## config.mk

```make
export PLATFORM = sky130hd
export DESIGN_NAME = urv_ecc
export DESIGN_NICKNAME = d
export VERILOG_FILES = /design/src/rtl/urv_ecc.sv
export SDC_FILE = /design/constraint.sdc
export NUM_CORES = 1
export LEC_CHECK = 0
export BUFFER_PORTS_ARGS = -buffer_cell sky130_fd_sc_hd__buf_2
export CORE_UTILIZATION = 53
export CTS_BUF_LIST = sky130_fd_sc_hd__clkbuf_4 sky130_fd_sc_hd__clkbuf_8 sky130_fd_sc_hd__clkbuf_16
export DETAILED_ROUTE_END_ITERATION = 10
export PLACE_DENSITY = 0.87
export SLEW_MARGIN = 30
export SYNTH_ARGS = -nofsm -noshare
export SYNTH_HDL_FRONTEND = slang
export SYNTH_SLANG_ARGS = --single-unit
```

## constraint.sdc

```tcl
create_clock -name clk_i -period 7.1 [get_ports clk_i]
set_input_delay 0 -clock clk_i [delete_from_list [all_inputs] [get_ports clk_i]]
set_output_delay 0 -clock clk_i [all_outputs]
set_load 0.01 [all_outputs]
```

## src/rtl/urv_ecc.sv

```systemverilog
// SEC-DED (39,32) extended-Hamming encoder and checker for the uRV register file,
// with optional correction path and saturating corrected/uncorrectable error counters.
module urv_ecc #(
  parameter int g_with_check = 1,
  parameter int g_cnt_width  = 16
) (
  input  logic                   clk_i,
  input  logic                   rst_n_i,
  input  logic [31:0]            dat_i,
  output logic [6:0]             ecc_o,
  input  logic                   chk_valid_i,
  input  logic [31:0]            chk_dat_i,
  input  logic [6:0]             chk_ecc_i,
  output logic [31:0]            cor_dat_o,
  output logic [5:0]             syndrome_o,
  output logic                   sec_o,
  output logic                   ded_o,
  input  logic                   clr_i,
  output logic [g_cnt_width-1:0] sec_cnt_o,
  output logic [g_cnt_width-1:0] ded_cnt_o
);

  // Codeword position of data bit j: skip the power-of-two check positions.
  function automatic logic [5:0] data_pos(input int j);
    int p;
    if (j < 1)       p = 3;
    else if (j < 4)  p = j + 4;
    else if (j < 11) p = j + 5;
    else if (j < 26) p = j + 6;
    else             p = j + 7;
    return p[5:0];
  endfunction

  // XOR-ing the positions of all set data bits yields the six Hamming check bits.
  function automatic logic [6:0] ecc_calc(input logic [31:0] d);
    logic [5:0] c;
    c = '0;
    for (int j = 0; j < 32; j++)
      if (d[j]) c = c ^ data_pos(j);
    return {(^d) ^ (^c), c};
  endfunction

  assign ecc_o = ecc_calc(dat_i);

  generate
    if (g_with_check != 0) begin : g_check
      logic [5:0]             s;
      logic                   p;
      logic [6:0]             chk_enc;
      logic [g_cnt_width-1:0] sec_cnt_q;
      logic [g_cnt_width-1:0] ded_cnt_q;

      localparam logic [g_cnt_width-1:0] CNT_ONE = {{(g_cnt_width-1){1'b0}}, 1'b1};

      assign chk_enc    = ecc_calc(chk_dat_i);
      assign s          = chk_enc[5:0] ^ chk_ecc_i[5:0];
      assign p          = (^chk_dat_i) ^ (^chk_ecc_i);
      assign syndrome_o = s;

      // Odd parity with an in-range syndrome is a single error; everything else nonzero is uncorrectable.
      assign sec_o = p && (s <= 6'd38);
      assign ded_o = (p && (s > 6'd38)) || (!p && (s != 6'd0));

      always_comb begin
        cor_dat_o = chk_dat_i;
        if (sec_o)
          for (int j = 0; j < 32; j++)
            if (data_pos(j) == s) cor_dat_o[j] = ~chk_dat_i[j];
      end

      always_ff @(posedge clk_i or negedge rst_n_i) begin
        if (!rst_n_i) begin
          sec_cnt_q <= '0;
          ded_cnt_q <= '0;
        end else if (clr_i) begin
          sec_cnt_q <= '0;
          ded_cnt_q <= '0;
        end else if (chk_valid_i) begin
          if (sec_o && !(&sec_cnt_q)) sec_cnt_q <= sec_cnt_q + CNT_ONE;
          if (ded_o && !(&ded_cnt_q)) ded_cnt_q <= ded_cnt_q + CNT_ONE;
        end
      end

      assign sec_cnt_o = sec_cnt_q;
      assign ded_cnt_o = ded_cnt_q;
    end else begin : g_no_check
      assign cor_dat_o  = '0;
      assign syndrome_o = '0;
      assign sec_o      = 1'b0;
      assign ded_o      = 1'b0;
      assign sec_cnt_o  = '0;
      assign ded_cnt_o  = '0;
    end
  endgenerate

endmodule

```

* Yosys cells after proc, flatten, opt, wreduce, memory -nomap -nowiden
Cells that the tools add are included.
** Storage, ports and cells
- Bits in registers :: 32
- Input port bits :: 75
- Output and inout bits :: 79
** Operators by class
- Add/sub/neg operators :: 2
- $lt $le $gt $ge :: 2
- Equal/unequal tests :: 32
- Muxes and demuxes :: 197
- Bitwise gates (word level) :: 97
- Reduce and logical (&&, ||, !) cells :: 21
** Operators with widths (number)
- 6-bit two-way mux :: 156
- 6-bit XOR :: 62
- 6-bit == test :: 32
- 16-bit two-way mux :: 6
- 32-bit parity :: 2
- 16-bit by 1-bit adder with 16-bit output, second input constant :: 2
- 1-bit two-way mux :: 32
- 32-bit two-way mux :: 1
- 1-bit inverter :: 32
- 16-bit AND reduction :: 2
- 7-bit parity :: 1
- 6-bit > comparator, second input constant :: 1
- 6-bit less-or-equal comparator, second input constant :: 1
- 2-bit nonzero test :: 3
- 6-bit nonzero test :: 1
- 6-bit parity :: 1
- 2-bit by 6-bit XOR with 6-bit output :: 1
- 1-bit logical AND :: 5
- 2-bit two-way mux :: 2
- 2-bit AND reduction :: 2
- 1-bit logical NOT :: 3
- 1-bit XOR :: 2
- 1-bit logical OR :: 1

* Depth between registers and ports, before layout
Gate-level depths: netlist of run 1.
- Word-level depth :: 71
- Gate-level depth with buffers :: 10

* Worst setup path before layout of run 1
OpenSTA, ideal clock, no wires.
- Kind :: in2reg
- Start :: input port chk_dat_i[9]
- End :: register g_check.ded_cnt_q[10], in the netlist ded_cnt_o[10]
- Arrival :: 2.716 ns
- Setup slack :: 4.305 ns
- Stages on the path :: 9
- Cell sequence :: xnor3_1 xnor3_2 xnor3_1 xor2_1 o31a_1 a221o_1 buf_6 or3_1 a21oi_1
** On the way
- Longest elaborated chain between the ends :: 52
- Elaborated cells on any way between the ends :: 57
- Those cells by class :: order compare: 1; mux: 23; bitwise: 24; reduce/logical: 9
** Ends and longest elaborated chain
- start: declaration :: line 12 : input logic [31:0] chk_dat_i,
- 6-bit two-way mux :: line 39 : if (d[j]) c = c ^ data_pos(j);
- 6-bit XOR :: line 39
- 6-bit two-way mux :: line 39
- 6-bit XOR :: line 39
- 6-bit two-way mux :: line 39
- 6-bit XOR :: line 39
- 6-bit two-way mux :: line 39
- 6-bit XOR :: line 39
- (+36 left out)
- 6-bit two-way mux :: line 39
- 6-bit XOR :: line 56 : assign s = chk_enc[5:0] ^ chk_ecc_i[5:0];
- 6-bit > comparator or 6-bit nonzero test (tied branches) :: line 62 : assign ded_o = (p && (s > 6'd38)) || (!p && (s != 6'd0));
- 1-bit logical AND :: line 62
- 1-bit logical OR (*) :: line 62
- 1-bit logical AND (*) :: line 80 : if (ded_o && !(&ded_cnt_q)) ded_cnt_q <= ded_cnt_q + CNT_ONE;
- 2-bit nonzero test (no line) (*)
- 2-bit AND reduction (no line) (*)
- end signal: assignment :: line 80
- end: declaration :: line 51 : logic [g_cnt_width-1:0] ded_cnt_q;
Every way passes the cells marked *; elsewhere a longest branch is shown, timed or not.
A chain may end at the register's enable or synchronous reset.

* Worst setup path after layout of run 1
- Start :: input port chk_dat_i[31]
- End :: register g_check.ded_cnt_q[13], in the netlist ded_cnt_o[13]
** On the way
- Longest elaborated chain between the ends :: 8
- Elaborated cells on any way between the ends :: 13
- Those cells by class :: order compare: 1; mux: 1; bitwise: 2; reduce/logical: 9
** Ends and longest elaborated chain (line)
- 6-bit two-way mux or 32-bit parity (tied branches) :: 39, 57
- 6-bit XOR or 1-bit XOR (tied branches) :: 56, 57
- 6-bit > comparator (tied with other cells) :: 62
- 1-bit logical AND :: 62
- 1-bit logical OR (*) :: 62
- 1-bit logical AND (*) :: 80
- 2-bit nonzero test (no line) (*)
- 2-bit AND reduction (no line) (*)
Marks and branches as above.

==> run_results.csv, run 1 <==
group,metric,value,unit
yosys,ys_seq_area_frac,0.2182,
power_and_ir_drop,vdd.ir_drop.worst,0.2184,mV
route,vias,3596,
yosys,synth_edf_count,0,
yosys,yosys.area_share.xor_xnor,0.4504,
clocking,max-clock-path-buffers,2,
route,routed_via_density,5.524,
grt,first_global_vias,3469,
placement,pre_cts_ws,3672,ps
route,postRouteWirelength,10080,microns
clocking,clkSlewWorstSetupHoldPaths,70,ps
worst_setup_path,path_cells,"buf_2 > xnor2_1 > xnor3_1 > xnor2_1 > xor3_1 > a41o_1 > a221o_1 > or4_1 > a21oi_1",
worst_setup_path,cp_slowest_cell,"sky130_fd_sc_hd__xnor3_1",
final_layout,fillerInstances,547,
clocking,cts.sinks,32,
sta,slew_viol_final,0,
route,wl_per_cell,15.48,microns
yosys,mappedNetlistArea,3670,sq um
run,timing.max_cap.violations,0,
yosys,synth_area_in_adders,0.006819,
clocking,cts_resized,0,
yosys,syn-instance-count,420,
yosys,netlist_top_cells_area,"sky130_fd_sc_hd__xnor2_1 (26%), sky130_fd_sc_hd__dfrtp_1 (22%), sky130_fd_sc_hd__xor2_1 (9.3%), sky130_fd_sc_hd__xnor3_1 (7.4%), sky130_fd_sc_hd__nand2_1 (4.0%)",
worst_setup_path,crit_family,"XOR/XNOR gates",
worst_setup_path,crit_path_start_kind,"input pin",
yosys,synth-compound-area-share,0.08524,
clocking,cts_inserted_buffers,5,
sta,timing_hold_violations_final,0,
yosys,synth-warning-count,0,
die,floorplan.die.height,85.21,microns
worst_hold_path,min-delay-start,"chk_valid_i",
yosys,ys_seq_elements,32,
sta,worst_slew_margin_rel,0.4998,
grt,antenna_found_initial,0,
sta,clock-skew-final,4.957,ps
die,chipWidth,85.21,microns
yosys,multiplexer_fraction_of_the_synthesized_cell_area,0.02693,
yosys,yosys_most_used_dff,"sky130_fd_sc_hd__dfrtp_1",
yosys,synth_cell_types,36,
worst_setup_path,timing.critical_path.fanout_max,27,
yosys,synth_top_area_cell,"sky130_fd_sc_hd__xnor2_1",
status,outcome,"finished clean",
grt,grt_max_degree,41,
yosys,dominant_cell_by_count_in_the_synthesized_netlist,"sky130_fd_sc_hd__xnor2_1",
worst_hold_path,min_to,"sec_cnt_o[8]",
sta,setup_violations,0,
worst_setup_path,critical-path-top-cell-by-count,"sky130_fd_sc_hd__xnor2_1",
sta,worstMarginPinSlew,750.1,ps
worst_setup_path,crit-reg2reg-launch,"ded_cnt_o[0]",
yosys,synth_top_family_by_area,"XOR/XNOR gates",
clocking,htree_num_levels,2,
route,drc,0,
clocking,clk_latency,290,ps
sta,timing.final.crit_share,0.4458,
worst_setup_path,critical_path.max_stage_delay,600,ps
sta,post_layout_min_period,3165,ps
final_layout,insertedDiodeCount,0,
yosys,ys_async_sr_fraction,1.000,
worst_setup_path,worst-r2r-setup-slack,4370,ps
sta,setup_tns,0,ps
clocking,holdBufCountCts,1,
power_and_ir_drop,leakage_power_of_the_design,2.148,nW
clocking,root_buffer,"sky130_fd_sc_hd__clkbuf_8",
yosys,yosysTopAreaCellShare,0.2578,
placement,dpl-instance-area,4498,sq um
final_layout,utilization,0.7044,
grt,overflow,0,
worst_setup_path,timing.critical_path.buf_inv,1,
yosys,share_of_synthesized_cell_area_in_and_or_nand_and_nor_gates,0.1879,
die,row_count,29,
yosys,synth.top_cells.by_count,"sky130_fd_sc_hd__xnor2_1 (108), sky130_fd_sc_hd__nand2_1 (39), sky130_fd_sc_hd__xor2_1 (39)",
worst_hold_path,hold_path.class,"input pin to register",
final_layout,fin_nets,650,
placement,numPortBuffers,153,
final_layout,post-route-cell-area,4601,sq um
grt,grt_use_total,0.2769,
die,start_util,0.5619,
worst_setup_path,worstReg2RegEnd,"ded_cnt_o[7]",
final_layout,register_area,800.8,sq um
route,dr.pass1.iters,4,
worst_setup_path,reg2regPathDepth,8,
clocking,postCtsSetupRepairBufs,0,
yosys,syn_nets,497,
placement,finalWeightedCongestion,0.8731,
worst_setup_path,critPathArrivalTime,3380,ps
power_and_ir_drop,p_per_area,293.3,nW/um^2
sta,clock.fmax,0.3159,GHz
placement,place_hpwl,8139,microns
clocking,tritoncts,"done",
route,remaining_number_of_nets_flagged_by_the_antenna_check_after_routing,0,
final_layout,drive_above_1_share,0.3014,
worst_hold_path,worst_hold_path.num_cells,5,
die,die_area,7261,sq um
route,starting_drc_count_in_detailed_routing,114,
grt,grt_first_pass_wirelength,15870,microns
worst_setup_path,cp.required,7310,ps
final_layout,area_delta_synth_final,25.37,%
die,coreArea,6531,sq um
final_layout,multi_input_area,2779,sq um
worst_setup_path,path_class,"input pin to register",
sta,grt_setup_unrepaired,"false",
worst_setup_path,timing.critical_path.to_type,"register",
sta,worst_slack,3935,ps
die,ios,154,
yosys,syn-mean-instance-area,8.738,sq um
[logic make-up (layout without fill, tap and decap cells)]
family | after synthesis | in the layout
xor+xnor | 163 | 163
simple gates | 142 | 142
compound gates | 50 | 50
flops | 32 | 32
buf+inv | 22 | 176
mux | 9 | 9
fa+ha+maj | 2 | 2
[state kept, by name (all words and copies together) (netlist names)]
signal / cells
ded_cnt_o: 16
sec_cnt_o: 16
[power breakdown]
| group | total (mW) | internal, mW | switching [mW] |
|---|---|---|---|
| clock network | 0.145 | 0.0772 | 0.0681 |
| registers | 0.206 | 0.190 | 0.0155 |
| logic | 0.998 | 0.394 | 0.604 |
[through the flow]
stage / hold slack (ps) / instances / power, mW
floorplan: -295.6 / 420 / 0.8976
global placement: 90.92 / 642 / 1.166
detailed placement: 96.16 / 642 / 1.194
CTS: 234.9 / 651 / 1.343
global route: 274.3 / 651 / 1.453
finish: 239.8 / 651 / 1.349
[worst min-delay path: stages]
cell and delay (ps):
sky130_fd_sc_hd__buf_2 110, sky130_fd_sc_hd__o21a_1 110, sky130_fd_sc_hd__o2111ai_1 110, sky130_fd_sc_hd__xor2_1 80
sky130_fd_sc_hd__nor2_1 70
[cells in the final DEF (no fill, tap or decap), types with 2 or more instances in the layout]
| cell type | synthesis | layout |
|---|---|---|
| sky130_fd_sc_hd__mux2_2 | 7 | 7 |
| sky130_fd_sc_hd__xor2_1 | 39 | 39 |
| sky130_fd_sc_hd__nand2_1 | 39 | 39 |
| sky130_fd_sc_hd__buf_2 | 0 | 153 |
| sky130_fd_sc_hd__nor2_1 | 38 | 38 |
| sky130_fd_sc_hd__dfrtp_1 | 32 | 32 |
| sky130_fd_sc_hd__o21ba_2 | 2 | 2 |
| sky130_fd_sc_hd__nor4_1 | 5 | 5 |
| sky130_fd_sc_hd__and3_1 | 5 | 5 |
| sky130_fd_sc_hd__o31ai_1 | 6 | 6 |
| sky130_fd_sc_hd__o21ai_0 | 13 | 13 |
| sky130_fd_sc_hd__nor3b_1 | 2 | 2 |
| sky130_fd_sc_hd__xor3_1 | 3 | 3 |
| sky130_fd_sc_hd__mux2i_1 | 2 | 2 |
| sky130_fd_sc_hd__nand4_1 | 6 | 6 |
| sky130_fd_sc_hd__clkbuf_8 | 0 | 6 |
| sky130_fd_sc_hd__xnor3_1 | 12 | 12 |
| sky130_fd_sc_hd__nor3_1 | 6 | 6 |
| sky130_fd_sc_hd__clkinv_2 | 0 | 2 |
| sky130_fd_sc_hd__or3_1 | 14 | 14 |
| sky130_fd_sc_hd__a21oi_1 | 18 | 18 |
| sky130_fd_sc_hd__o21a_1 | 4 | 4 |
| sky130_fd_sc_hd__ha_1 | 2 | 2 |
| sky130_fd_sc_hd__inv_1 | 13 | 13 |
| sky130_fd_sc_hd__xnor2_1 | 108 | 108 |
| sky130_fd_sc_hd__or4_1 | 10 | 10 |
| sky130_fd_sc_hd__nand3_1 | 11 | 11 |
| sky130_fd_sc_hd__nor2b_1 | 5 | 5 |
[cell type report]
class | instances | area share
Clock inverter | 2 | 0.002176
Clock buffer | 6 | 0.01795
Timing Repair Buffer | 155 | 0.1702
Inverter | 13 | 0.01061
Tap cell | 77 | 0.02094
Sequential cell | 32 | 0.1741
Multi-Input combinational cell | 366 | 0.6040
[routing by layer]
| metal | track usage | vias up | routed length, microns |
|---|---|---|---|
| li1 | - | 1737 | - |
| met1 | 0.3189 | 1676 | 3906 |
| met2 | 0.5110 | 153 | 5252 |
| met3 | 0.04572 | 30 | 642 |
| met4 | 0.1079 | 0 | 273 |
| met5 | 0 | - | 0 |
[worst max-delay path by stage]
stage,startpoint,end,cells after the start
5_1_grt,chk_dat_i[31],ded_cnt_o[13],9
2_1_floorplan,chk_dat_i[9],ded_cnt_o[10],9
3_5_place_dp,chk_dat_i[31],ded_cnt_o[13],9
4_1_cts,chk_dat_i[31],ded_cnt_o[13],9
6_report,chk_dat_i[31],ded_cnt_o[13],9
3_3_place_gp,chk_dat_i[31],ded_cnt_o[11],9
(Power assumes the default switching activity.)
==> inputs of run 2 (changes only) <==
CORE_UTILIZATION = 45   (was 53)
PLACE_DENSITY = 0.79   (was 0.87)
clock period = 2.69 ns   (was 7.1 ns; I/O delays follow)
==> run_results.csv, run 2 (synthesis results as in run 1) <==
group,metric,value,unit
die,floorplan.die.height,92.31,microns
grt,grt_first_pass_wirelength,16640,microns
power_and_ir_drop,vdd.ir_drop.worst,0.5704,mV
die,start_util,0.4700,
grt,grt_max_degree,41,
sta,setup_violations,0,
sta,grt_setup_unrepaired,"true",
final_layout,insertedDiodeCount,0,
clocking,root_buffer,"sky130_fd_sc_hd__clkbuf_8",
status,outcome,"finished clean",
grt,grt_use_total,0.2445,
route,vias,3814,
worst_setup_path,cp.required,2900,ps
power_and_ir_drop,leakage_power_of_the_design,2.477,nW
route,wl_per_cell,14.83,microns
die,die_area,8520,sq um
sta,worstMarginPinSlew,724.4,ps
sta,worst_slack,51.17,ps
sta,worst_slew_margin_rel,0.5171,
die,ios,154,
route,postRouteWirelength,10980,microns
grt,antenna_found_initial,0,
sta,timing.final.crit_share,0.9810,
worst_hold_path,hold_path.class,"input pin to register",
clocking,tritoncts,"done",
power_and_ir_drop,p_per_area,869.0,nW/um^2
final_layout,fin_nets,714,
final_layout,layout_common_cells,"sky130_fd_sc_hd__buf_2 (153), sky130_fd_sc_hd__xnor2_1 (107), sky130_fd_sc_hd__buf_4 (62)",
route,remaining_number_of_nets_flagged_by_the_antenna_check_after_routing,0,
die,coreArea,7807,sq um
clocking,clk_latency,290,ps
clocking,clkSlewWorstSetupHoldPaths,70,ps
route,routed_via_density,5.154,
grt,overflow,0,
final_layout,area_delta_synth_final,42.45,%
worst_setup_path,crit_path_start_kind,"input pin",
run,timing.max_cap.violations,0,
route,dr.pass1.iters,4,
sta,slew_viol_final,0,
route,drc,0,
placement,place_hpwl,8924,microns
die,chipWidth,92.31,microns
worst_setup_path,timing.critical_path.to_type,"register",
placement,finalWeightedCongestion,0.8625,
clocking,htree_num_levels,2,
clocking,cts.sinks,32,
sta,clock.fmax,0.3790,GHz
route,starting_drc_count_in_detailed_routing,89,
sta,post_layout_min_period,2639,ps
placement,pre_cts_ws,-235.0,ps
final_layout,drive_above_1_share,0.4091,
worst_setup_path,timing.critical_path.fanout_max,9,
final_layout,fillerInstances,632,
worst_setup_path,critPathArrivalTime,2850,ps
power_and_ir_drop,p_total,4.543,mW
grt,first_global_vias,3606,
final_layout,layout.cells.most_common,"sky130_fd_sc_hd__buf_2",
sta,timing_hold_violations_final,0,
placement,numPortBuffers,153,
clocking,cts_inserted_buffers,5,
clocking,max-clock-path-buffers,2,
sta,clock-skew-final,8.842,ps
die,row_count,32,
worst_setup_path,path_class,"input pin to register",
run 2: cell types whose count changed in the layout (fill, tap and decap cells not counted), moves of 3 or more:
cell / delta
sky130_fd_sc_hd__a21oi_1: -3
sky130_fd_sc_hd__nor2_2: +5
sky130_fd_sc_hd__or4_1: -3
sky130_fd_sc_hd__buf_4: +61
sky130_fd_sc_hd__a21oi_2: +3
sky130_fd_sc_hd__or4_4: +3
sky130_fd_sc_hd__nor2_1: -5
run 2: final cells by class:
| type | count | area, sq um | share of cell area |
|---|---|---|---|
| clock buffer | 6 | 82.58 | 0.01580 |
| clock inverter | 2 | 10.01 | 0.001915 |
| inverter | 13 | 48.80 | 0.009335 |
| multi-input combinational | 367 | 2885 | 0.5519 |
| sequential | 32 | 800.8 | 0.1532 |
| tap | 102 | 127.6 | 0.02441 |
| timing repair buffer | 218 | 1272 | 0.2434 |
run 2: stage by stage:
step | cell area, sq um | util | hold WS [ps] | TNS, ps | std cells
after global routing | 5228 | 0.6696 | 303.6 | -121.3 | 740
final | 5228 | 0.6696 | 258.7 | 0 | 740
after detailed placement | 4987 | 0.6388 | 100.0 | -3245 | 728
after global placement | 4987 | 0.6388 | 91.04 | -2037 | 728
after floorplan | 3670 | - | -295.6 | 0 | 420
after CTS | 5090 | 0.6519 | 249.7 | 0 | 737
run 2: power breakdown:
group	switching (mW)	total (mW)	internal, mW
clock	0.180	0.384	0.204
sequential	0.0395	0.542	0.502
combinational	1.87	3.62	1.75
run 2: final timing paths:
| path | start | to | slack (ps) | cells past startpoint |
|---|---|---|---|---|
| worst max-delay path | chk_dat_i[9] | ded_cnt_o[5] | 50 | 10 |
| worst min-delay path | chk_valid_i | sec_cnt_o[8] | 260 | 5 |
| worst max register to register | sec_cnt_o[7] | sec_cnt_o[1] | 140 | 10 |
| worst min register to register | ded_cnt_o[6] | ded_cnt_o[6] | 580 | 2 |
| max in group asynchronous | rst_n_i | sec_cnt_o[2] | 1920 | 2 |
| min in group asynchronous | rst_n_i | ded_cnt_o[2] | 300 | 2 |
run 2: what timing repair did:
action                     4_1_cts  5_1_grt
setup endpoints to repair        0       38
hold buffers                     1        0
setup buffers                    0        2
resized for setup                0       26
hold endpoints to repair        32        0
run 2: worst max-delay path, stage by stage:
cell and delay [ps]:
sky130_fd_sc_hd__buf_2 100, sky130_fd_sc_hd__xnor3_1 410, sky130_fd_sc_hd__xnor3_2 280, sky130_fd_sc_hd__xnor3_1 390
sky130_fd_sc_hd__xor2_1 190, sky130_fd_sc_hd__o31a_1 340, sky130_fd_sc_hd__a221o_2 460, sky130_fd_sc_hd__buf_4 180
sky130_fd_sc_hd__or3_1 350, sky130_fd_sc_hd__a21oi_1 150
run 2: per-layer routing:
metal	wire length [microns]	vias to the layer above	share of wire	track usage
met5	0	-	0	0
met4	189	0	0.017	0.07422
met3	566	17	0.052	0.02874
met2	5907	138	0.54	0.4741
met1	4311	1792	0.39	0.2756
li1	-	1867	-	-
==> inputs of run 3 (changes only) <==
PLACE_DENSITY = not set   (was 0.79)
PLACE_DENSITY_LB_ADDON = 0.05   (was not set)
clock period = 2.3 ns   (was 2.69 ns; I/O delays follow)
==> run_results.csv, run 3 (synthesis results as in run 1) <==
group,metric,value,unit
status,outcome,"finished with violations",
status,failed_checks,"negative setup slack",
worst_hold_path,worst_hold_path.num_cells,3,
grt,grt_max_degree,41,
placement,placed_cells,760,
sta,grt_setup_unrepaired,"true",
clocking,root_buffer,"sky130_fd_sc_hd__clkbuf_8",
grt,grt_first_pass_wirelength,18080,microns
sta,worst_slew_margin_rel,0.4587,
worst_setup_path,critPathArrivalTime,2920,ps
sta,setup_violations,64,
route,wl_per_cell,15.83,microns
clocking,cts.sinks,32,
die,ios,154,
die,chipWidth,92.31,microns
clocking,max-clock-path-buffers,2,
sta,slew_viol_final,0,
worst_setup_path,crit_path_start_kind,"input pin",
final_layout,instances_no_fill,811,
sta,holdWs,266.5,ps
sta,post_layout_min_period,2701,ps
route,drc,0,
worst_setup_path,cp.required,2520,ps
final_layout,multi_input_area,3342,sq um
final_layout,register_area,802.0,sq um
worst_hold_path,min-delay-start,"chk_dat_i[28]",
worst_setup_path,crit-reg2reg-launch,"sec_cnt_o[7]",
route,vias,4211,
die,floorplan.die.height,92.31,microns
power_and_ir_drop,p_total,7.384,mW
worst_setup_path,timing.critical_path.fanout_max,8,
grt,grt_use_total,0.2643,
sta,clock-skew-final,9.520,ps
route,starting_drc_count_in_detailed_routing,127,
clocking,tritoncts,"done",
clocking,clkSlewWorstSetupHoldPaths,80,ps
grt,antenna_found_initial,0,
final_layout,drive_above_1_share,0.5684,
clocking,htree_num_levels,2,
route,dr.pass1.iters,5,
sta,worstMarginPinSlew,812.0,ps
placement,numPortBuffers,153,
final_layout,layout.cells.most_common,"sky130_fd_sc_hd__buf_2",
final_layout,fin_nets,785,
worst_hold_path,min_to,"cor_dat_o[28]",
final_layout,area_delta_synth_final,74.63,%
final_layout,insertedDiodeCount,0,
grt,first_global_vias,3951,
worst_hold_path,hold_path.class,"input pin to output port",
clocking,cts_inserted_buffers,5,
worst_setup_path,worst-r2r-setup-slack,-330,ps
power_and_ir_drop,vdd.ir_drop.worst,1.028,mV
power_and_ir_drop,leakage_power_of_the_design,3.117,nW
route,remaining_number_of_nets_flagged_by_the_antenna_check_after_routing,0,
die,start_util,0.4700,
placement,finalWeightedCongestion,0.8125,
worst_setup_path,worstReg2RegEnd,"sec_cnt_o[7]",
worst_setup_path,timing.critical_path.to_type,"register",
power_and_ir_drop,p_per_area,1152,nW/um^2
clocking,clk_latency,290,ps
sta,timing.final.crit_share,1.175,
placement,place_hpwl,8578,microns
worst_setup_path,path_class,"input pin to register",
run,timing.max_cap.violations,0,
sta,clock.fmax,0.3702,GHz
worst_setup_path,reg2regPathDepth,10,
route,postRouteWirelength,12840,microns
die,row_count,32,
final_layout,layout_common_cells,"sky130_fd_sc_hd__buf_2 (146), sky130_fd_sc_hd__buf_4 (111), sky130_fd_sc_hd__xnor2_1 (93)",
die,die_area,8520,sq um
die,coreArea,7807,sq um
sta,timing_hold_violations_final,0,
sta,worst_slack,-401.4,ps
grt,overflow,0,
route,routed_via_density,5.192,
final_layout,fillerInstances,508,
==> run 3: layout make-up <==
cell class	count	share of cell area
well taps	102	0.01991
clock inverters	2	0.005467
flip-flops and latches	32	0.1251
repair buffers	290	0.3085
inverters	13	0.007614
multi-input cells	366	0.5215
clock buffers	6	0.01191
==> run 3: worst max path at each step <==
stage	start	endpoint	slack, ps	cells after the start
2_1_floorplan	chk_dat_i[8]	ded_cnt_o[13]	-220	8
3_3_place_gp	chk_dat_i[14]	ded_cnt_o[13]	-510	10
3_5_place_dp	chk_dat_i[10]	ded_cnt_o[13]	-560	11
4_1_cts	chk_dat_i[12]	cor_dat_o[13]	-370	12
5_1_grt	chk_dat_i[27]	cor_dat_o[17]	-510	14
6_report	chk_dat_i[27]	ded_cnt_o[13]	-400	12
==> run 3: repair_timing <==
action	in CTS	in global routing
setup buffers	26	15
endpoints found under the setup margin	62	66
cloned	1	1
pin swaps	38	49
hold buffers	1	0
gates resized for setup	74	67
hold endpoints to repair	32	0
==> run 3: critical path, cell delays in order <==
cell	delay, ps
sky130_fd_sc_hd__buf_8	100
sky130_fd_sc_hd__xnor2_2	130
sky130_fd_sc_hd__buf_4	130
sky130_fd_sc_hd__xnor3_2	450
sky130_fd_sc_hd__xnor2_2	170
sky130_fd_sc_hd__xor3_1	460
sky130_fd_sc_hd__buf_4	150
sky130_fd_sc_hd__a41o_1	210
sky130_fd_sc_hd__a221o_1	330
sky130_fd_sc_hd__buf_6	160
sky130_fd_sc_hd__or4_4	480
sky130_fd_sc_hd__a21oi_2	150
==> run 3: power breakdown <==
group	internal, mW	total [mW]	switching [mW]	leakage (nW)
Sequential	0.587	0.600	0.0132	0.444
Clock	0.334	0.565	0.232	0.0586
Combinational	3.29	6.22	2.93	2.61
==> run 3: per-stage QoR <==
stage | utilization | setup WS, ps | instance area, sq um | TNS (ps)
CTS | 0.7679 | -366.0 | 5996 | -11640
floorplan | - | -217.4 | 3770 | -3538
global placement | 0.6804 | -511.6 | 5313 | -18470
finish | 0.8208 | -401.4 | 6409 | -17640
detailed placement | 0.6804 | -562.8 | 5313 | -21090
global route | 0.8208 | -506.2 | 6409 | -23910
==> run 3: metal layers <==
metal,vias to the layer above,part of all wire,track usage
met3,24,0.053,0.02874
met4,0,0.020,0.06510
li1,1993,-,-
met1,2022,0.39,0.3229
met5,-,0,0
met2,172,0.54,0.4920
